### src/rtl/hazard_ctrl_unit.sv
// rtl/hazard_ctrl_unit.sv - load-use / branch-operand hazard controller beside the ID stage
// Inserts LOAD_LAT bubbles per load-use, stalls ID branches on producers, holds on mem wait.
module hazard_ctrl_unit #(
    parameter int REG_W        = 5,
    parameter int LOAD_LAT     = 1,
    parameter bit BRANCH_IN_ID = 1'b1,
    parameter int PERF_W       = 16,
    localparam int CNT_W       = $clog2(LOAD_LAT + 1)
) (
    input  logic              clk,
    input  logic              reset,
    input  logic              id_ex_mem_read,
    input  logic              id_ex_reg_write,
    input  logic [REG_W-1:0]  id_ex_rd,
    input  logic              ex_mem_mem_read,
    input  logic [REG_W-1:0]  ex_mem_rd,
    input  logic [REG_W-1:0]  if_id_rs,
    input  logic [REG_W-1:0]  if_id_rt,
    input  logic              if_id_uses_rt,
    input  logic              if_id_is_branch,
    input  logic              branch_taken,
    input  logic              mem_busy,
    output logic              pc_write,
    output logic              if_id_write,
    output logic              stall_mux,
    output logic              if_id_flush,
    output logic              pipe_hold,
    output logic [CNT_W-1:0]  stall_cnt,
    output logic [PERF_W-1:0] perf_stalls
);

    typedef enum logic {RUN, LU_STALL} state_t;

    state_t            r_state;
    logic [CNT_W-1:0]  r_cnt;
    logic [PERF_W-1:0] r_perf;

    logic w_ex_hit;
    logic w_mem_hit;
    logic w_lu_haz;
    logic w_br_haz;
    logic w_bubble;

    // Register 0 is hardwired zero, so it can never carry a dependency.
    function automatic logic f_src_hit(input logic [REG_W-1:0] x);
        return (x != '0) && ((x == if_id_rs) || (if_id_uses_rt && (x == if_id_rt)));
    endfunction

    assign w_ex_hit  = f_src_hit(id_ex_rd);
    assign w_mem_hit = f_src_hit(ex_mem_rd);
    assign w_lu_haz  = id_ex_mem_read && w_ex_hit;
    assign w_br_haz  = BRANCH_IN_ID && if_id_is_branch &&
                       ((id_ex_reg_write && w_ex_hit) || (ex_mem_mem_read && w_mem_hit));
    assign w_bubble  = !mem_busy && ((r_state == LU_STALL) || w_lu_haz || w_br_haz);

    always_comb begin
        pc_write    = 1'b0;
        if_id_write = 1'b0;
        stall_mux   = 1'b0;
        if_id_flush = 1'b0;
        pipe_hold   = 1'b0;
        if (reset) begin
            pc_write = 1'b0;
        end else if (mem_busy) begin
            // Frozen, not killed: the ID instruction keeps its control signals.
            pipe_hold = 1'b1;
            stall_mux = 1'b1;
        end else if (!w_bubble) begin
            pc_write    = 1'b1;
            if_id_write = 1'b1;
            stall_mux   = 1'b1;
            if_id_flush = branch_taken;
        end
    end

    always_ff @(posedge clk or posedge reset) begin
        if (reset) begin
            r_state <= RUN;
            r_cnt   <= '0;
            r_perf  <= '0;
        end else if (!mem_busy) begin
            case (r_state)
                RUN: begin
                    if (w_lu_haz && (LOAD_LAT > 1)) begin
                        r_state <= LU_STALL;
                        r_cnt   <= CNT_W'(LOAD_LAT - 1);
                    end
                end
                LU_STALL: begin
                    if (r_cnt == CNT_W'(1)) begin
                        r_state <= RUN;
                        r_cnt   <= '0;
                    end else begin
                        r_cnt <= r_cnt - CNT_W'(1);
                    end
                end
                default: begin
                    r_state <= RUN;
                    r_cnt   <= '0;
                end
            endcase
            if (w_bubble && (r_perf != '1)) begin
                r_perf <= r_perf + PERF_W'(1);
            end
        end
    end

    assign stall_cnt   = r_cnt;
    assign perf_stalls = r_perf;

endmodule

### config.mk
export PLATFORM = sky130hd
export DESIGN_NAME = hazard_ctrl_unit
export DESIGN_NICKNAME = d
export VERILOG_FILES = /design/src/rtl/hazard_ctrl_unit.sv
export SDC_FILE = /design/constraint.sdc
export NUM_CORES = 1
export LEC_CHECK = 0
export ABC_CLOCK_PERIOD_IN_PS = 5500
export CAP_MARGIN = 20
export CORE_ASPECT_RATIO = 1.25
export CORE_MARGIN = 4
export CORE_UTILIZATION = 45
export DETAILED_ROUTE_END_ITERATION = 16
export GPL_ROUTABILITY_DRIVEN = 0
export PLACE_DENSITY_LB_ADDON = 0.2
export SYNTH_ARGS = -nofsm -noshare
export SYNTH_HDL_FRONTEND = slang
export SYNTH_SLANG_ARGS = --single-unit
### constraint.sdc
create_clock -name clk -period 5.5 [get_ports clk]
set_clock_uncertainty 0.15 [all_clocks]
set_input_delay 1.375 -clock clk [delete_from_list [all_inputs] [get_ports clk]]
set_output_delay 1.375 -clock clk [all_outputs]
set_load 0.02 [all_outputs]
# After elaboration in Yosys (flattened, before gate mapping)

Cells that the tools add are included.

Bits in latches: 0
Bits in writable memories: 0
Memories kept: 0
Memory bits (read-only): 0
Output and inout bits: 22
Bits in registers: 18
Input bits: 29
Logic and storage cells: 44

Reductions and logical operators: 20
Shifts and indexed selects: 0
Mux-type cells: 13
Bitwise gates (word level): 1
Equal/unequal tests: 5
Divide/modulo/power cells: 0
Magnitude comparators: 0
$mul: 0
Add/subtract/negate cells: 2

Operators by type and width:

| cell                    | number |
|---|---|
| $eq A5 B5 Y1            | 4 |
| $add A16 B1 Y16 const B | 1 |
| $ne A16 B16 Y1 const B  | 1 |
| $mux W1                 | 13 |
| $logic_and A1 B1 Y1     | 10 |
| $reduce_bool A5 Y1      | 2 |
| $logic_or A1 B1 Y1      | 5 |
| $reduce_and A2 Y1       | 2 |
| $logic_not A1 Y1        | 1 |
| $not A1 Y1              | 1 |
| $sub A1 B1 Y1 const B   | 1 |

# Logic depth before layout (Yosys ltp)

Gate-level depths: netlist of run 1.

Depth in word-level cells: 12
Depth in mapped cells: 7
Gate-level depth less buffers: 6

# Worst setup path after synthesis of run 1

Ideal clock, no wire load.

Path kind: in2out
Start point: in ex_mem_rd[0]
End point: out if_id_flush
Buffers on the path: 0
Path slack: 0.546 ns
Stages on the path: 5
Arrival: 3.429 ns
Data required time: 3.975 ns
Cells stage by stage: or3_1 -> o311a_1 -> a22oi_1 -> nor4b_1 -> and2_1

Cells in the longest elaborated chain, start to end: 12
Elaborated cells between the ends (all ways): 14
Classes of those cells: eq/ne (2); mux (3); reduce/logical (9)

RTL lines:

| what                    | line | text |
|---|---|---|
| start: declaration      | 16   | `input logic [REG_W-1:0] ex_mem_rd,` |
| $eq A5 B5 Y1            | 46   | `return (x != '0) && ((x == if_id_rs) \|\| (if_id_uses_rt && (x == if_id_rt)));` |
| $logic_and A1 B1 Y1     | 46   |  |
| $logic_or A1 B1 Y1      | 46   |  |
| $logic_and A1 B1 Y1 (*) | 46   |  |
| $logic_and A1 B1 Y1 (*) | 53   | `((id_ex_reg_write && w_ex_hit) \|\| (ex_mem_mem_read && w_mem_hit));` |
| $logic_or A1 B1 Y1 (*)  | 53   |  |
| $logic_and A1 B1 Y1 (*) | 52   | `assign w_br_haz = BRANCH_IN_ID && if_id_is_branch &&` |
| $logic_or A1 B1 Y1 (*)  | 54   | `assign w_bubble = !mem_busy && ((r_state == LU_STALL) \|\| w_lu_haz \|\| w_br_haz);` |
| $logic_and A1 B1 Y1 (*) | 54   |  |
| $mux W1 (*)             | 68   | `end else if (!w_bubble) begin` |
| $mux W1 (*)             | 64   | `end else if (mem_busy) begin` |
| $mux W1 (*)             | 62   | `if (reset) begin` |
| end: declaration        | 26   | `output logic if_id_flush,` |

Mark *: on every way between the ends. The rest lies on a longest branch, timed or not.

# Final worst setup path of run 1

Same ends and word-level chain as after synthesis.

==> metrics.md, run 1 <==
| Metric | Value |
|---|---|
| Max Cap Violations | `0` |
| Area grow syn2layout | `48.1%` |
| Worst setup path startpoint | `ex_mem_rd[0]` |
| PwrDens | `~190 nW/µm²` |
| Pleak | `0.727 nW` |
| Clk root buf | `clkbuf_4` |
| Clock share of power | `around 24%` |
| Yosys Warn Count | `0` |
| Global Route Usage Sum | `a little under a fifth` |
| Slowest cell on the critical path | `clkdlybuf4s50_1` |
| Bufs and invs on worst path | `2` |
| Crit-path max FO | `3` |
| Tcrit/Tclk final | `a little over nine tenths` |
| Number of global-route vias before repair | `roughly 1100` |
| Most frequent cells in the layout | `clkdlybuf4s50_1 (50), xnor2_1 (22), dfrtp_1 (18)` |
| Die Y-Extent | `approximately 66 µm` |
| Clk_lat worst skew | `roughly 300 ps` |
| Critical Path Start Type | `input port` |
| PortBufs | `50` |
| Die Width | `roughly 54 µm` |
| TritonCTS clock tree | `built` |
| Drt pass-1 iters | `4` |
| Final Max Tran Viols | `0` |
| Commonest non-fill, non-tap cell in the layout | `clkdlybuf4s50_1` |
| WS Path Type | `in2out` |
| Status | `finished, final reports clean` |
| Reg2Reg Capture Point | `perf_stalls[13]` |
| Critical R2R Launch | `perf_stalls[0]` |
| Cell area after layout | `1760 µm²` |
| Hold path start | `perf_stalls[3]` |
| Post-synth EDFFs | `0` |
| Post-synthesis cell count | `120` |
| Global-route wire length before repair | `between 4000 and 5000 µm` |
| Detailed Route WL | `around 3000 µm` |
| Bufs on Longest Clock Path | `2` |
| Yosys top cell area share | `37.8%` |
| Worst Hold Path EP | `perf_stalls[3]` |
| Maximum VDD drop | `about 0.25 mV` |
| Hold crit path type | `reg2reg` |
| Final Hold Fails | `0` |
| Core footprint | `between 2000 and 2500 µm²` |
| CP top delay family | `buffers and inverters` |
| Vias/cell | `around 5.3` |
| Post-DP Area | `around 1700 µm²` |
| Sequential fraction of the synthesis area | `a little under two fifths` |
| Crit path cell chain | `clkdlybuf4s50_1 > or3_1 > o311a_1 > a22oi_1 > nor4b_2 > and2_1 > clkdlybuf4s50_1` |
| DR WL/cell | `between 10 and 15 µm` |
| Fmax | `~190 MHz` |
| Arr. time, crit path | `3800 ps` |
| Synthesized Nets | `150` |
| Die ar. | `about 3500 µm²` |
| Top Ports | `~50` |
| Global route total overflow | `0` |
| Reg2Reg Depth | `6` |
| Switching part of the total power | `between 20% and 30%` |
| Critical path depth in cells | `7` |
| Setup TNS | `0 ps` |
| Hold path cells | `1` |
| Area contributors post-synth | `dfrtp_1 (38%), xnor2_1 (16%), xor2_1 (8.8%), nand2_1 (2.8%), mux2_2 (2.8%)` |
| Via Count | `1089` |
| Fill count | `192` |
| Post-DP HPWL | `around 2400 µm` |
| Syn Area/Cell | `9.93 µm²` |
| Relative slew slack | `between 50 and 60%` |
| CP Capture Type | `output port` |
| Top FF cell, synth | `dfrtp_1` |
| Post-layout min period | `roughly 5300 ps` |
| H-Tree Depth | `1` |
| Reg power frac | `between 40% and 50%` |
| Share of cells above drive strength 1 | `roughly 8.1%` |
| Ys async rst share | `100%` |
| Internal power | `0.237 mW` |
| RSZ-0062 raised after global routing | `false` |
| Largest net degree at the start of global routing | `19` |
| Switching power | `roughly 0.1 mW` |
| Final setup viols | `0` |
| Clock tree sinks | `18` |
| Combinational Power Share | `just over 30%` |
| # Post-CTS Setup Buffers | `0` |
| Antenna Diode Count | `0` |
| 1st-iter DRT viols | `40` |
| CTS buffer count | `3` |
| Antenna violations before repair | `0` |
| Most frequent CP cell | `clkdlybuf4s50_1` |
| Mapped cell area | `1190 µm²` |
| Worst slew pin tran | `between 600 and 700 ps` |
| FP Rows | `20` |
| Crit path largest cell delay | `a little under 600 ps` |
| DRC | `0` |
| Worst Path Required | `~4000 ps` |
| Nets | `~200` |
| Starting Density | `between 40% and 50%` |
| Yosys top cell by area | `dfrtp_1` |
| Yosys cell types | `30` |
| Flop2flop setup slack | `around 3200 ps` |
| Clock transition at path regs | `around 90 ps` |
| Antenna viol nets, final | `0` |
| Synthesis-stage register bit count | `18` |
## sequential cells by signal, indices dropped and copies added (netlist names)
| register | cells |
|---|---|
| perf_stalls | 16 |
| stall_cnt | 1 |
| r_state | 1 |
## synthesized netlist by cell type, drive strengths merged (3+ instances only)
cell   count
dfrtp     18
nand4      6
nor4       5
mux2       3
nor3       6
nor2       6
xor2      12
inv        3
xnor2     22
nor4b      3
nand3      6
nand2      9
## power by group through the flow
| stage | Sequential (mW) | Combinational [mW] | Clock (mW) |
|---|---|---|---|
| floorplan | 0.163 | 0.0392 | 0 |
| global placement | 0.155 | 0.101 | 0 |
| detailed placement | 0.154 | 0.103 | 0 |
| CTS | 0.152 | 0.103 | 0.0838 |
| global route | 0.154 | 0.111 | 0.0898 |
| finish | 0.152 | 0.103 | 0.0816 |
## kinds of logic after synthesis
family	share of synthesized area, %
fa+ha+maj	1.05
buf+inv	2.52
simple gates	24.6
mux	2.84
compound gates	6.20
xor+xnor	25.0
flops	37.8
## per-layer routing
layer  GRT usage (%)  routed length [µm]  up-vias
li1                -                   -      527
met1            21.7                1230      517
met2            32.7                1530       37
met3            2.72                 188        8
met4            7.48                  73        0
met5               0                   0        -
## area by class of cell
| type | instances | area [µm²] | area share (%) |
|---|---|---|---|
| timing repair buffer | 51 | 508 | 28.8 |
| inverter | 3 | 11.3 | 0.638 |
| sequential | 18 | 450 | 25.5 |
| clock buffer | 4 | 36.3 | 2.06 |
| tap | 33 | 41.3 | 2.34 |
| multi-input combinational | 96 | 717 | 40.6 |
## worst max-delay path by stage
stage                  endpoint
floorplan           if_id_flush
global placement    if_id_flush
detailed placement  if_id_flush
CTS                 if_id_flush
global route        if_id_flush
finish              if_id_flush
## stage by stage
| stage | cells | worst slack (ps) | power (mW) | util, % | hold slack, ps |
|---|---|---|---|---|---|
| after floorplan | 120 | 546 | 0.202 | - | 426 |
| after global placement | 201 | 86.6 | 0.256 | 69.5 | 324 |
| after detailed placement | 201 | 34.8 | 0.257 | 69.5 | 326 |
| after CTS | 205 | 32.9 | 0.340 | 71.0 | 345 |
| after global routing | 205 | 77.3 | 0.355 | 71.2 | 365 |
| final | 205 | 176 | 0.336 | 71.2 | 341 |
## repair_timing
item	4_1_cts	5_1_grt
resized for setup	0	1
hold buffers	0	0
endpoints found under the setup margin	0	1
Power figures use the tool's default switching activity.
==> inputs of run 2 (changes only) <==
--- a/config.mk
+++ b/config.mk
@@ -7,7 +7,7 @@
 export LEC_CHECK = 0
 export ABC_CLOCK_PERIOD_IN_PS = 5500
 export CAP_MARGIN = 20
-export CORE_ASPECT_RATIO = 1.25
+export CORE_ASPECT_RATIO = 1.75
 export CORE_MARGIN = 4
 export CORE_UTILIZATION = 45
 export DETAILED_ROUTE_END_ITERATION = 16
==> run 2 against run 1 <==
Clock-buffer cell count is 1 lower. Non-clock buffer count is 2 higher. Wire length is 7.4% higher. Critical path type unchanged. Register-to-register slack worse by 40 ps. Utilization is 0.83 points lower. Global-route usage is 0.82 points higher. Combinational power is 4% higher. Critical path depth stayed put. Cell area is 0.64% higher. Clock power is 11% higher. Largest power group unchanged. Maximum frequency hardly changed. Sequential share of layout area is 0.16 points lower.
==> metrics.md, run 2 (same netlist as run 1, synthesis figures left out) <==
| Metric | Value |
|---|---|
| Via Count | `1105 (was 1089)` |
| Worst setup path startpoint | `ex_mem_rd[1] (was ex_mem_rd[0])` |
| Die ar. | `3570 µm² (was 3540 µm²)` |
| Clock share of power | `26.0% (was 24.3%)` |
| Bufs on Longest Clock Path | `2 (unchanged)` |
| Fill count | `209 (was 192)` |
| Critical R2R Launch | `perf_stalls[0] (unchanged)` |
| 1st-iter DRT viols | `17 (was 40)` |
| RSZ-0062 raised after global routing | `false (unchanged)` |
| Pwr Total | `0.349 mW (was 0.336 mW)` |
| WS Path Type | `in2out (unchanged)` |
| Switching power | `0.102 mW (was 0.0991 mW)` |
| Tcrit/Tclk final | `96.9% (was 96.8%)` |
| DR WL/cell | `16.3 µm (was 14.7 µm)` |
| Combinational Power Share | `30.5% (about the same)` |
| Antenna Diode Count | `0 (unchanged)` |
| Number of global-route vias before repair | `1165 (was 1126)` |
| Die Width | `46.9 µm (was 54.0 µm)` |
| Clk_lat worst skew | `260 ps (was 300 ps)` |
| Post-DP Area | `1730 µm² (was 1720 µm²)` |
| Drt pass-1 iters | `4 (unchanged)` |
| Fmax | `188 MHz (about the same)` |
| Flop2flop setup slack | `3200 ps (was 3240 ps)` |
| Global Route Usage Sum | `19.4% (was 18.5%)` |
| Top Ports | `51 (unchanged)` |
| H-Tree Depth | `1 (unchanged)` |
| Worst slew pin tran | `684 ps (was 683 ps)` |
| Clock tree sinks | `18 (unchanged)` |
| Clock transition at path regs | `60 ps (was 90 ps)` |
| Core footprint | `2520 µm² (was 2480 µm²)` |
| Starting Density | `47.2% (was 48.1%)` |
| Setup TNS | `0 ps (unchanged)` |
| FP Rows | `24 (was 20)` |
| PwrDens | `197 nW/µm² (was 191 nW/µm²)` |
| Final Max Tran Viols | `0 (unchanged)` |
| Final Hold Fails | `0 (unchanged)` |
| Antenna viol nets, final | `0 (unchanged)` |
| Global-route wire length before repair | `5110 µm (was 4920 µm)` |
| Post-DP HPWL | `2580 µm (was 2450 µm)` |
| Internal power | `0.247 mW (was 0.237 mW)` |
| PortBufs | `50 (unchanged)` |
| Commonest non-fill, non-tap cell in the layout | `clkdlybuf4s50_1 (unchanged)` |
| Critical Path End | `if_id_flush (unchanged)` |
| Antenna violations before repair | `0 (unchanged)` |
| Clk root buf | `clkbuf_8 (was clkbuf_4)` |
| Switching part of the total power | `29.3% (was 29.5%)` |
| Reg power frac | `43.5% (was 45.2%)` |
| Met1 WL | `1160 µm (was 1230 µm)` |
| Maximum VDD drop | `0.204 mV (was 0.254 mV)` |
| Max reg flops | `16 (unchanged)` |
| Vias/cell | `5.55 (was 5.31)` |
| Top routing layer in use | `met4 (unchanged)` |
| Area grow syn2layout | `49.1% (was 48.1%)` |
| Detailed Route WL | `3250 µm (was 3020 µm)` |
| Global route total overflow | `0 (unchanged)` |
| TritonCTS clock tree | `built (unchanged)` |
| Share of cells above drive strength 1 | `8.67% (was 8.14%)` |
| Worst Path Required | `3970 ps (about the same)` |
| Crit-path max FO | `3 (unchanged)` |
| Cell area after layout | `1780 µm² (was 1760 µm²)` |
| Post-layout min period | `5330 ps (was 5320 ps)` |
| Met3 wire len | `248 µm (was 188 µm)` |
| Met2 WL | `1760 µm (was 1530 µm)` |
| Largest net degree at the start of global routing | `19 (unchanged)` |
| Arr. time, crit path | `3800 ps (about the same)` |
| Relative slew slack | `54.4% (about the same)` |
| Critical Path Start Type | `input port (unchanged)` |
| Nets | `205 (was 203)` |
| Max Cap Violations | `0 (unchanged)` |
| Status | `finished, final reports clean (unchanged)` |
| CTS buffer count | `3 (unchanged)` |
| Reg2Reg Capture Point | `perf_stalls[13] (unchanged)` |
| Reg2Reg Depth | `6 (unchanged)` |
| Pleak | `0.738 nW (was 0.727 nW)` |
| Final setup viols | `0 (unchanged)` |
| DRC | `0 (unchanged)` |
| Hold crit path type | `reg2reg (unchanged)` |
| Die Y-Extent | `76.1 µm (was 65.5 µm)` |
| CP Capture Type | `output port (unchanged)` |
| Most frequent cells in the layout | `clkdlybuf4s50_1 (50), xnor2_1 (22), dfrtp_1 (18) (unchanged)` |
-- run 2: cell types whose count changed in the layout (fill, tap and decap cells not counted), sizes merged --
cell    delta
buf        +2
clkbuf     -1
-- run 2: critical path, stage by stage --
cell             delay [ps]
clkdlybuf4s50_1         470
or3_1                   400
o311a_1                 330
a22oi_1                 150
nor4b_2                 310
and2_1                  180
clkdlybuf4s50_1         600
-- run 2: power groups by stage --
stage	registers [mW]	clock network, mW	logic (mW)
final	0.152	0.0908	0.107
after global placement	0.154	0	0.104
after CTS	0.152	0.0939	0.107
after global routing	0.154	0.0989	0.116
after floorplan	0.163	0	0.0392
after detailed placement	0.154	0	0.106
-- run 2: area by class of cell --
class                           instances  area (µm²)  area share [%]
Multi-Input combinational cell         96         717            40.4
Sequential cell                        18         450            25.4
Clock buffer                            3        41.3            2.33
Inverter                                3        11.3           0.634
Timing Repair Buffer                   53         523            29.5
Tap cell                               26        32.5            1.83
-- run 2: metrics by stage --
stage	std cells	setup slack (ps)	util, %	hold WS [ps]
after floorplan	120	546	-	426
after global placement	196	152	68.5	324
after detailed placement	196	46.0	68.5	338
after CTS	199	40.5	70.1	347
after global routing	199	56.5	70.4	379
final	199	171	70.4	338
-- run 2: how the worst min path moves through the flow --
stage,start,to,slack (ps),cells past startpoint
floorplan,r_state,r_state,430,1
global route,stall_cnt,stall_cnt,380,1
global placement,perf_stalls[3],perf_stalls[3],320,1
finish,perf_stalls[3],perf_stalls[3],340,1
detailed placement,perf_stalls[11],perf_stalls[11],340,1
CTS,perf_stalls[3],perf_stalls[3],350,1
-- run 2: routing by layer --
| metal | vias up | GRT usage, % |
|---|---|---|
| li1 | 533 | - |
| met1 | 523 | 20.1 |
| met2 | 42 | 34.1 |
| met3 | 7 | 4.49 |
| met4 | 0 | 8.59 |
| met5 | - | 0 |
-- run 2: repair_timing --
item,in CTS,in global routing
setup buffers,0,0
hold buffers,0,0
endpoints found under the setup margin,0,1
resized for setup,0,1
==> inputs of run 3 (changes only) <==
--- a/config.mk
+++ b/config.mk
@@ -7,10 +7,10 @@
 export LEC_CHECK = 0
 export ABC_CLOCK_PERIOD_IN_PS = 5500
 export CAP_MARGIN = 20
-export CORE_ASPECT_RATIO = 1.75
 export CORE_MARGIN = 4
-export CORE_UTILIZATION = 45
+export CORE_UTILIZATION = 55
 export DETAILED_ROUTE_END_ITERATION = 16
+export DONT_BUFFER_PORTS = 1
 export GPL_ROUTABILITY_DRIVEN = 0
 export PLACE_DENSITY_LB_ADDON = 0.2
 export SYNTH_ARGS = -nofsm -noshare
==> run 3 against run 2 <==
Clock-buffer cell count grew 1. Maximum frequency grew 19%. Non-clock buffer count shrank 51.
==> metrics.md, run 3 (same netlist as run 1, synthesis figures left out) <==
| Metric | Value |
|---|---|
| Crit path largest cell delay | `380 ps (was 600 ps)` |
| FP Rows | `16 (was 24)` |
| Antenna violations before repair | `0 (unchanged)` |
| Vias/cell | `5.92 (was 5.55)` |
| Clk_lat worst skew | `300 ps (was 260 ps)` |
| Crit-path max FO | `16 (was 3)` |
| CP Capture Type | `output port (unchanged)` |
| Clock transition at path regs | `100 ps (was 60 ps)` |
| PwrDens | `229 nW/µm² (was 197 nW/µm²)` |
| Final setup viols | `0 (unchanged)` |
| Internal power | `0.204 mW (was 0.247 mW)` |
| Tcrit/Tclk final | `81.4% (was 96.9%)` |
| Antenna Diode Count | `0 (unchanged)` |
| Maximum VDD drop | `0.174 mV (was 0.204 mV)` |
| # Post-CTS Setup Buffers | `0 (unchanged)` |
| Die ar. | `2970 µm² (was 3570 µm²)` |
| WS Path Type | `in2out (unchanged)` |
| DRC | `0 (unchanged)` |
| TritonCTS clock tree | `built (unchanged)` |
| Clock tree sinks | `18 (unchanged)` |
| Layer with the highest usage | `met2 (unchanged)` |
| Max Cap Violations | `0 (unchanged)` |
| Core footprint | `2000 µm² (was 2520 µm²)` |
| Bufs and invs on worst path | `1 (was 2)` |
| Commonest non-fill, non-tap cell in the layout | `xnor2_1 (was clkdlybuf4s50_1)` |
| M1 GR Usage | `19.1% (was 20.1%)` |
| Die Width | `54.5 µm (was 46.9 µm)` |
| Post-layout util | `63.1% (was 70.4%)` |
| Starting Density | `59.5% (was 47.2%)` |
| Reg power frac | `56.6% (was 43.5%)` |
| Flip-flop and latch area | `450 µm² (unchanged)` |
| Crit path cell chain | `or3_1 > o311a_1 > a221oi_4 > buf_4 > nor2_1 > nor2_1 (was clkdlybuf4s50_1 > or3_1 > o311a_1 > a22oi_1 > nor4b_2 > and2_1 > clkdlybuf4s50_1)` |
| Post-DP HPWL | `1910 µm (was 2580 µm)` |
| Switching part of the total power | `29.5% (was 29.3%)` |
| Fill count | `173 (was 209)` |
| Setup TNS | `0 ps (unchanged)` |
| Max reg flops | `16 (unchanged)` |
| Most frequent cells in the layout | `xnor2_1 (22), dfrtp_1 (18), xor2_1 (12) (was clkdlybuf4s50_1 (50), xnor2_1 (22), dfrtp_1 (18))` |
| 1st-iter DRT viols | `20 (was 17)` |
| CP top delay family | `simple AND/OR/NAND/NOR gates (was buffers and inverters)` |
| Area grow syn2layout | `6.09% (was 49.1%)` |
| Antenna viol nets, final | `0 (unchanged)` |
| Pwr Total | `0.289 mW (was 0.349 mW)` |
| H-Tree Depth | `1 (unchanged)` |
| Switching power | `0.0853 mW (was 0.102 mW)` |
| Global Route Usage Sum | `16.7% (was 19.4%)` |
| Fmax | `223 MHz (was 188 MHz)` |
| CTS buffer count | `3 (unchanged)` |
| DR WL/cell | `15.6 µm (was 16.3 µm)` |
| Global route total overflow | `0 (unchanged)` |
| Worst Path Required | `3970 ps (about the same)` |
| Relative slew slack | `55.5% (was 54.4%)` |
| Clk root buf | `clkbuf_4 (was clkbuf_8)` |
| Worst slew pin tran | `667 ps (was 684 ps)` |
| Nets | `154 (was 205)` |
| PortBufs | `0 (was 50)` |
| Arr. time, crit path | `2950 ps (was 3800 ps)` |
| Pleak | `0.545 nW (was 0.738 nW)` |
| Met2 Use GR | `29.5% (was 34.1%)` |
| Area occupied by multi-input gates | `717 µm² (unchanged)` |
| Top Ports | `51 (unchanged)` |
| Bufs on Longest Clock Path | `2 (unchanged)` |
| Met3 usage | `5.99% (was 4.49%)` |
| Detailed Route WL | `2340 µm (was 3250 µm)` |
| Status | `finished, final reports clean (unchanged)` |
| Resize count post-CTS | `0 (unchanged)` |
| Final Max Tran Viols | `0 (unchanged)` |
| Final Hold Fails | `0 (unchanged)` |
| Most frequent CP cell | `nor2_1 (was clkdlybuf4s50_1)` |
| Share of cells above drive strength 1 | `12.2% (was 8.67%)` |
| Global-route wire length before repair | `3670 µm (was 5110 µm)` |
| Drt pass-1 iters | `4 (unchanged)` |
| Die Y-Extent | `54.5 µm (was 76.1 µm)` |
| Critical Path Start Type | `input port (unchanged)` |
| Slowest cell on the critical path | `or3_1 (was clkdlybuf4s50_1)` |
| Largest net degree at the start of global routing | `19 (unchanged)` |
| Hold crit path type | `reg2reg (unchanged)` |
| Post-layout min period | `4480 ps (was 5330 ps)` |
| Via Count | `888 (was 1105)` |
| Number of global-route vias before repair | `907 (was 1165)` |
| Clock share of power | `28.1% (was 26.0%)` |
| Combinational Power Share | `15.4% (was 30.5%)` |
| CTS Hold Buffers Added | `0 (unchanged)` |
| RSZ-0062 raised after global routing | `false (unchanged)` |
[run 3: cell types whose count changed in the layout (fill, tap and decap cells not counted)]
cell / previous run / this run
clkbuf_8: 3 / 1
clkbuf_4: 0 / 3
buf_4: 3 / 2
clkdlybuf4s50_1: 50 / 0
[run 3: layer usage]
layer  wire length [µm]  part of all wire (%)
met1                965                    41
met2               1120                    48
met3                247                    11
met4                  7                  0.30
met5                  0                     0
[run 3: power groups by stage]
| stage | registers [mW] | logic, mW | clock network (mW) |
|---|---|---|---|
| floorplan | 0.163 | 0.0392 | 0 |
| global placement | 0.166 | 0.0441 | 0 |
| detailed placement | 0.166 | 0.0449 | 0 |
| CTS | 0.164 | 0.0451 | 0.0834 |
| global route | 0.166 | 0.0494 | 0.0881 |
| finish | 0.164 | 0.0444 | 0.0812 |
[run 3: final cells by class]
cell class | instances | share of cell area (%)
multi-input combinational | 96 | 56.7
tap | 27 | 2.67
sequential | 18 | 35.6
timing repair buffer | 2 | 1.19
inverter | 3 | 0.891
clock buffer | 4 | 2.87
[run 3: final timing paths]
kind                                startpoint              end  slack, ps  cells past startpoint
worst max-delay path              ex_mem_rd[0]        stall_mux       1020                      6
worst min-delay path                   r_state          r_state        480                      1
worst max register to register  perf_stalls[0]  perf_stalls[13]       3120                      6
worst min register to register         r_state          r_state        480                      1
max in group asynchronous                reset   perf_stalls[6]       3870                      1
min in group asynchronous                reset   perf_stalls[1]        900                      1
[run 3: metrics by stage]
step | area [µm²] | setup slack [ps] | hold WS (ps) | instances
2_1_floorplan | 1190 | 546 | 426 | 120
3_3_place_gp | 1230 | 1030 | 454 | 146
3_5_place_dp | 1230 | 1010 | 468 | 146
4_1_cts | 1260 | 1010 | 482 | 150
5_1_grt | 1260 | 931 | 492 | 150
6_report | 1260 | 1020 | 476 | 150
